==> config.mk <==
export PLATFORM = sky130hd
export DESIGN_NAME = fifo_write_packer
export DESIGN_NICKNAME = d
export VERILOG_FILES = /design/src/rtl/fifo_write_packer.sv
export SDC_FILE = /design/constraint.sdc
export NUM_CORES = 1
export LEC_CHECK = 0
export ABC_AREA = 1
export CAP_MARGIN = 20
export CORE_MARGIN = 5
export CORE_UTILIZATION = 40
export CTS_CLUSTER_DIAMETER = 60
export DETAILED_ROUTE_END_ITERATION = 16
export HOLD_SLACK_MARGIN = 0.03
export PLACE_DENSITY = 0.65
export SYNTH_ARGS = -nofsm -noshare
export SYNTH_HDL_FRONTEND = slang
export SYNTH_SLANG_ARGS = --single-unit
==> constraint.sdc <==
create_clock -name wrclk -period 1.3 [get_ports wrclk]
set_input_delay 0.13 -clock wrclk [delete_from_list [all_inputs] [get_ports wrclk]]
set_output_delay 0.13 -clock wrclk [all_outputs]
set_load 0.005 [all_outputs]
==> src/rtl/fifo_write_packer.sv <==
// fifo_write_packer: packs RATIO narrow beats (LSB-first) into one FIFO word and writes it,
// throttled by the FIFO's registered wrfull.
//   aclr          async active-high reset
//   wrclk         write-domain clock
//   in_valid/in_data/in_last/in_ready   narrow source stream
//   fifo_wrreq/fifo_data/fifo_wrfull    FIFO write port
//   words_written saturating count of FIFO writes
//   pkt_done      pulse on the write of a packet's final word
// Optional: define FIFO_WRITE_PACKER_FLUSH_EN so that in_last on a partial word
// forces completion with zero padding.
module fifo_write_packer #(
    parameter int IN_WIDTH  = 2,
    parameter int RATIO     = 4,
    parameter int OUT_WIDTH = IN_WIDTH * RATIO,
    parameter int CNT_WIDTH = 16
) (
    input  logic                 aclr,
    input  logic                 wrclk,
    input  logic                 in_valid,
    input  logic [IN_WIDTH-1:0]  in_data,
    input  logic                 in_last,
    output logic                 in_ready,
    output logic                 fifo_wrreq,
    output logic [OUT_WIDTH-1:0] fifo_data,
    input  logic                 fifo_wrfull,
    output logic [CNT_WIDTH-1:0] words_written,
    output logic                 pkt_done
);
    localparam int CW = $clog2(RATIO);
    localparam logic [CW-1:0] LAST_IDX = CW'(RATIO - 1);
    logic [OUT_WIDTH-1:0] acc, out_reg, merged;
    logic [CW-1:0] cnt;
    logic out_valid, out_last, complete, accept;
`ifdef FIFO_WRITE_PACKER_FLUSH_EN
    assign complete = (cnt == LAST_IDX) | in_last;
`else
    assign complete = cnt == LAST_IDX;
`endif
    assign fifo_wrreq = out_valid & ~fifo_wrfull;
    assign fifo_data  = out_reg;
    assign pkt_done   = fifo_wrreq & out_last;
    // a completing beat needs the holding stage empty or draining this cycle
    assign in_ready   = ~complete | ~out_valid | fifo_wrreq;
    assign accept     = in_valid & in_ready;
    // slots above cnt are still zero, which gives the flush zero padding for free
    always_comb begin
        merged = acc;
        merged[cnt*IN_WIDTH +: IN_WIDTH] = in_data;
    end
    always_ff @(posedge wrclk or posedge aclr) begin
        if (aclr) begin
            acc           <= '0;
            cnt           <= '0;
            out_reg       <= '0;
            out_valid     <= 1'b0;
            out_last      <= 1'b0;
            words_written <= '0;
        end else begin
            if (accept) begin
                acc <= complete ? '0 : merged;
                cnt <= complete ? '0 : cnt + 1'b1;
            end
            if (accept && complete) begin
                out_reg   <= merged;
                out_valid <= 1'b1;
                out_last  <= in_last;
            end else if (fifo_wrreq) begin
                out_valid <= 1'b0;
            end
            if (fifo_wrreq && !(&words_written))
                words_written <= words_written + 1'b1;
        end
    end
endmodule

Word level (Yosys, flattened, before mapping)

Index checks and enable logic that the tools add are counted.

Register bits: 36
Input bits: 7
Output and inout port bits: 27
Word-level logic and storage cells: 30

Add/subtract/negate cells: 3
Equal/unequal tests: 1
Shift-type cells: 2
Multiplexer cells: 5
Bitwise logic cells: 8
Reductions and logical operators: 5

Operator list:

| kind                                                                   | count |
|---|---|
| 3-bit negator with 34-bit output                                       | 1 |
| 2-bit by 34-bit variable shift with 8-bit output, first input constant | 1 |
| 2-bit by 34-bit variable part select with 8-bit output                 | 1 |
| 16-bit by 1-bit adder with 16-bit output, second input constant        | 1 |
| 16-bit AND reduction                                                   | 1 |
| 8-bit bitwise mux                                                      | 1 |
| 8-bit 2-to-1 mux                                                       | 1 |
| 1-bit bitwise AND                                                      | 3 |
| 1-bit NOT                                                              | 3 |
| 2-bit by 1-bit adder with 2-bit output, second input constant          | 1 |
| 2-bit == test, second input constant                                   | 1 |
| 1-bit logical AND                                                      | 2 |
| 1-bit 2-to-1 mux                                                       | 2 |
| 2-bit 2-to-1 mux                                                       | 1 |
| 1-bit bitwise OR                                                       | 2 |
| 2-bit nonzero test                                                     | 1 |
| 1-bit logical NOT                                                      | 1 |

Logic depth before layout (Yosys ltp)

Gate-level depths: netlist of run 1.

Depth after elaboration: 7
Depth in mapped cells: 9
Depth with buffers taken out: 9

Least setup slack after synthesis of run 1

No wires, ideal clock.

Path kind: register -> register
Start: register cnt[0]
End: register out_reg[2] (netlist: fifo_data[2])
Setup time: 0.127 ns
Arrival: 1.296 ns
Setup slack: -0.123 ns
Stages on the path, launching flop included: 9
Buffers on the path: 1
Clock period less this slack: 1.423 ns
Cells stage by stage: dfrtp_1 ha_1 nand3_1 nand2_2 inv_2 nand2_2 buf_2 nand2_1 o21ai_0

Longest elaborated chain between the ends: 6

Ends and longest elaborated chain:

| what                           | line | source |
|---|---|---|
| start, declared                | 32   | `logic [CW-1:0] cnt;` |
| start signal, assigned         | 61   | `cnt <= complete ? '0 : cnt + 1'b1;` |
| 2-bit == test                  | 37   | `assign complete = cnt == LAST_IDX;` |
| 1-bit NOT                      | 43   | `assign in_ready = ~complete \| ~out_valid \| fifo_wrreq;` |
| 1-bit bitwise OR (2 in series) | 43   |  |
| via in_ready                   | 22   | `output logic in_ready,` |
| 1-bit bitwise AND              | 44   | `assign accept = in_valid & in_ready;` |
| 1-bit logical AND              | 63   | `if (accept && complete) begin` |
| end signal, assigned           | 64   | `out_reg <= merged;` |
| end, declared                  | 31   | `logic [OUT_WIDTH-1:0] acc, out_reg, merged;` |

The timed path passes the listed nets, and every way through them passes these cells.
A chain may end at the register's enable or synchronous reset.

Worst setup path after layout of run 1

Start: register words_written[11]
End: register words_written[7]

Longest elaborated chain between the ends: 3

Ends and longest elaborated chain:

| what                   | line | source |
|---|---|---|
| start, declared        | 26   | `output logic [CNT_WIDTH-1:0] words_written,` |
| start signal, assigned | 71   | `words_written <= words_written + 1'b1;` |
| 16-bit AND reduction   | 70   | `if (fifo_wrreq && !(&words_written))` |
| 1-bit logical NOT      | 70   |  |
| 1-bit logical AND      | 70   |  |

Every way passes these cells.

==> impl_results.rst, run 1 <==
.. list-table::
   :header-rows: 1

   * - Metric
     - Value
   * - Status
     - finished, violations left
   * - Violations in the final reports
     - negative setup slack
   * - Fraction of layout cells with a size suffix above 1
     - 0.467
   * - Total of flip-flops plus latches after synthesis
     - 34
   * - Sequential-to-total area share from yosys stat
     - 0.452
   * - Tightest slew margin relative to the limit
     - 0.845
   * - Ranking of synthesized cells by area
     - sky130_fd_sc_hd__dfrtp_1 45%, sky130_fd_sc_hd__nand2_1 19%, sky130_fd_sc_hd__inv_1 5.4%
   * - Worst reg2reg path endpoint
     - words_written[7]$_DFFE_PP0P_
   * - Proportion of power drawn by combinational gates
     - 0.552
   * - Net switching power figure
     - ~1900 uW
   * - Worst reg-to-reg path cell count
     - 8
   * - Core Footprint
     - 4630 um^2
   * - Final count of negative-setup-slack endpoints
     - 32
   * - Critical setup path kind
     - reg -> reg
   * - Fraction of power spent switching nets
     - 0.377
   * - Number of nets with antenna violations after routing
     - 0
   * - Critical Path Source Type
     - flop
   * - Slowest-stage cell, CP
     - sky130_fd_sc_hd__dfrtp_1
   * - Number of max-cap violations
     - 0
   * - Hold/Removal Path Class
     - in -> async
   * - Post-detailed-route DRC marker count
     - 0
   * - Largest buffer count on any clock path
     - 2
   * - Share of the synthesized area in the top cell type
     - 0.452
   * - Clock slew at reported path FFs
     - approximately 0.070 ns
   * - DRT iter0 DRCs
     - approximately 120
   * - Maximum number of pins on one net before global-route repair
     - 35
   * - Yosys top cell by area
     - sky130_fd_sc_hd__dfrtp_1
   * - # fillers
     - 362
   * - Clk_lat worst skew
     - about 0.30 ns
   * - Cell Count, Final, Fillers Out
     - around 400
   * - Transition time of the tightest slew-check pin
     - between 0.2 and 0.25 ns
   * - Synthesized netlist net count
     - about 260
   * - Internal cell power
     - around 3200 uW
   * - Cell area after placement
     - ~2600 um^2
   * - Standby leakage power
     - between 0.0015 and 0.002 uW
   * - Worst-case clock skew
     - ~0.0079 ns
   * - Die area
     - 6170 um^2
   * - Num Clock Sinks
     - 34
   * - Cell seen most often among critical-path stages
     - sky130_fd_sc_hd__nand2_1
   * - Biggest fanout along the worst timing path
     - 12
   * - Number of primary I/O pins
     - 34
   * - Worst-case register-to-register setup slack
     - -0.12 ns
   * - Final hold violation count
     - 0
   * - Data arrival time of the critical path
     - roughly 1.7 ns
   * - Number of flops mapped to enable cells by yosys
     - 0
   * - Worst supply voltage drop on vdd
     - 894 uV
   * - Number of optimization iterations in the first detailed-route pass
     - 4
   * - Relative area change from synthesis to final layout
     - 73.6%
   * - Level count of the clock H-tree
     - 2
   * - Fin crit share
     - 1.09
   * - Upper clock frequency limit
     - between 0.7 and 0.8 GHz
   * - Number of antenna repair diodes
     - 0
   * - Register area
     - around 850 um^2
   * - Overall routing resource usage
     - 0.169
   * - GPL Wtd Cong
     - about 0.83
   * - Via density per instance
     - 4.92
   * - Vias in the first global route
     - roughly 1900
   * - Crit. End Element
     - flop
   * - Wire length of the first global-routing pass
     - approximately 8400 um
   * - Layout net count
     - approximately 360
   * - Height of the die
     - 78.6 um
   * - Number of instances in the synthesized netlist
     - roughly 250
   * - Post-Synthesis Mean Instance Area
     - 7.68 um^2
   * - DPL Wire Length
     - around 3200 um
   * - Final critical-path setup slack
     - -0.119 ns
   * - Count of hold buffers inserted by post-cts repair
     - 0
   * - Total Negative Setup Slacks
     - -2.00 ns
   * - Setup repair after global routing missed its margin
     - true
   * - TritonCTS Buffers
     - 5
   * - Proportion of power drawn by the clock network
     - 0.160
   * - Number of rows in the core area
     - 25
   * - Final number of max-transition violations
     - 0
   * - Number of library cell types mapped by synthesis
     - 24
   * - Die span in x
     - between 70 and 80 um
   * - Power Density
     - approximately 1600 nW/um^2
   * - Final period demand of the worst path
     - roughly 1.4 ns
   * - Number of warnings printed during yosys synthesis
     - 0
   * - Worst reg2reg startpoint
     - words_written[11]$_DFFE_PP0P_
   * - Final standard cell utilization of the core
     - 0.705
   * - Detailed-route wire length per cell
     - between 10 and 15 um
   * - Count of vias placed by the detailed router
     - 1972
   * - Post-Synthesis Cell Area
     - approximately 1900 um^2
   * - Final Power
     - a little over 5000 uW
   * - Number of port buffers
     - 33
   * - GRT overflow
     - 0
   * - Share of async-settable or async-resettable flops after synthesis
     - 1.00
   * - Critical Path Max Stage Delay
     - 0.35 ns
   * - Initial cell density of the core
     - 0.406
   * - CTS tree
     - done
   * - Cell count after placement
     - about 370
   * - Share of power burned in registers
     - 0.288
   * - Antenna violations before repair
     - 0
   * - Wire length after detailed routing
     - 5560 um
   * - Final instance area
     - 3260 um^2
   * - CTS Root Buffer Type
     - sky130_fd_sc_hd__clkbuf_8
   * - Commonest register cell after synthesis
     - sky130_fd_sc_hd__dfrtp_1
   * - Required arrival time at the worst endpoint
     - between 1.5 and 2 ns
   * - Area used by multi-input combinational logic
     - approximately 1200 um^2
   * - Crit-path cells
     - buf_4 > nand2_2 > nor2_4 > nand2_4 > o21ai_4 > buf_12 > nand2_1 > nand2_1
==> worst max-delay path: cells and delay by family, from the launching register on <==
family                 cells  cell delay (ns)
buffers and inverters      2             0.28
AOI/OAI and AO/OA          1             0.23
and+or+nand+nor            5             0.50
DFF                        1             0.35
==> worst max-delay path by stage <==
stage	from	end	slack, ns
floorplan	words_written[1]$_DFFE_PP0P_	words_written[7]$_DFFE_PP0P_	-0.04
global placement	fifo_wrfull	pkt_done	-0.24
detailed placement	fifo_wrfull	pkt_done	-0.25
CTS	cnt[1]$_DFFE_PP0P_	fifo_data[6]$_DFFE_PP0P_	-0.09
global route	words_written[11]$_DFFE_PP0P_	words_written[7]$_DFFE_PP0P_	-0.20
finish	words_written[11]$_DFFE_PP0P_	words_written[7]$_DFFE_PP0P_	-0.12
==> power by group through the flow <==
stage | combinational (uW) | sequential (uW) | clock (uW)
after global placement | 1940 | 1520 | 0
final | 2850 | 1490 | 826
after detailed placement | 1970 | 1530 | 0
after CTS | 2500 | 1480 | 836
after floorplan | 928 | 1560 | 0
after global routing | 3080 | 1530 | 886
==> per-stage QoR <==
| stage | setup WS [ns] | hold slack (ns) |
|---|---|---|
| after global placement | -0.239 | 0.466 |
| after detailed placement | -0.254 | 0.466 |
| after global routing | -0.199 | 0.201 |
| after floorplan | -0.0351 | 0.257 |
| final | -0.119 | 0.173 |
| after CTS | -0.0914 | 0.190 |
==> flip-flops by register name, indices dropped and copies added, names as in the netlist <==
signal         cells
fifo_data          8
words_written     16
acc                6
cnt                2
out_last           1
out_valid          1
==> layout by cell type, fill, tap and decap left out, types with 2 or more instances in the layout <==
cell	n
sky130_fd_sc_hd__nor2_2	4
sky130_fd_sc_hd__nand3_1	3
sky130_fd_sc_hd__dlygate4sd2_1	18
sky130_fd_sc_hd__clkdlybuf4s50_1	8
sky130_fd_sc_hd__buf_6	5
sky130_fd_sc_hd__xnor2_1	5
sky130_fd_sc_hd__o21ai_2	5
sky130_fd_sc_hd__o22ai_2	4
sky130_fd_sc_hd__nor2_1	14
sky130_fd_sc_hd__inv_4	3
sky130_fd_sc_hd__clkbuf_8	6
sky130_fd_sc_hd__nand3_4	2
sky130_fd_sc_hd__dlymetal6s2s_1	3
sky130_fd_sc_hd__buf_2	2
sky130_fd_sc_hd__o31ai_4	2
sky130_fd_sc_hd__nand4_1	3
sky130_fd_sc_hd__buf_12	6
sky130_fd_sc_hd__buf_4	53
sky130_fd_sc_hd__nand2_4	9
sky130_fd_sc_hd__o21ai_1	13
sky130_fd_sc_hd__ha_4	4
sky130_fd_sc_hd__nand2_2	30
sky130_fd_sc_hd__nand2_1	60
sky130_fd_sc_hd__a21oi_2	2
sky130_fd_sc_hd__inv_1	20
sky130_fd_sc_hd__dfrtp_1	33
sky130_fd_sc_hd__nor2_4	8
sky130_fd_sc_hd__inv_2	5
sky130_fd_sc_hd__nand3_2	4
==> cell type report <==
type,instances,area share
tap,54,0.0207
clock buffer,7,0.0264
multi-input combinational,179,0.378
timing repair buffer,97,0.273
clock inverter,1,0.00153
inverter,29,0.0395
sequential,34,0.261
==> repair_timing <==
action	in CTS	in global routing
pin swaps	6	30
gates cloned	0	1
gates resized for setup	73	70
hold endpoints to repair	0	0
setup endpoints to repair	50	40
buffers inserted	19	6
==> synthesized netlist by cell type (all sizes together), types with 2 or more instances <==
cell	number
a21oi	2
buf	3
dfrtp	34
ha	6
inv	29
nand2	99
nand3	9
nand4	3
nor2	26
o21ai	20
o22ai	4
o31ai	2
xnor2	6
==> kinds of logic after synthesis <==
logic type,after synthesis,share of synthesized area
AND/OR/NAND/NOR,138,0.317
flip-flops,34,0.452
buffers and inverters,32,0.0725
AO/OA/AOI/OAI,28,0.0858
XOR/XNOR,7,0.0326
adder cells (fa/ha/maj),6,0.0399
==> layer usage <==
metal  up-vias  track usage  wire length, um  share of wire
li1        969            -                -              -
met1       941        0.198             2190           0.39
met2        44        0.312             2970           0.53
met3        18       0.0241              217          0.039
met4         0       0.0577              190          0.034
met5         -            0                0              0
No activity file was read; power rests on OpenSTA's default activity.
==> inputs of run 2 (changes only) <==
Settings changed: CTS_CLUSTER_DIAMETER 60 to 100.
==> results of run 2 <==
Same layout as run 1: the final DEF is identical, and so are final timing and power.
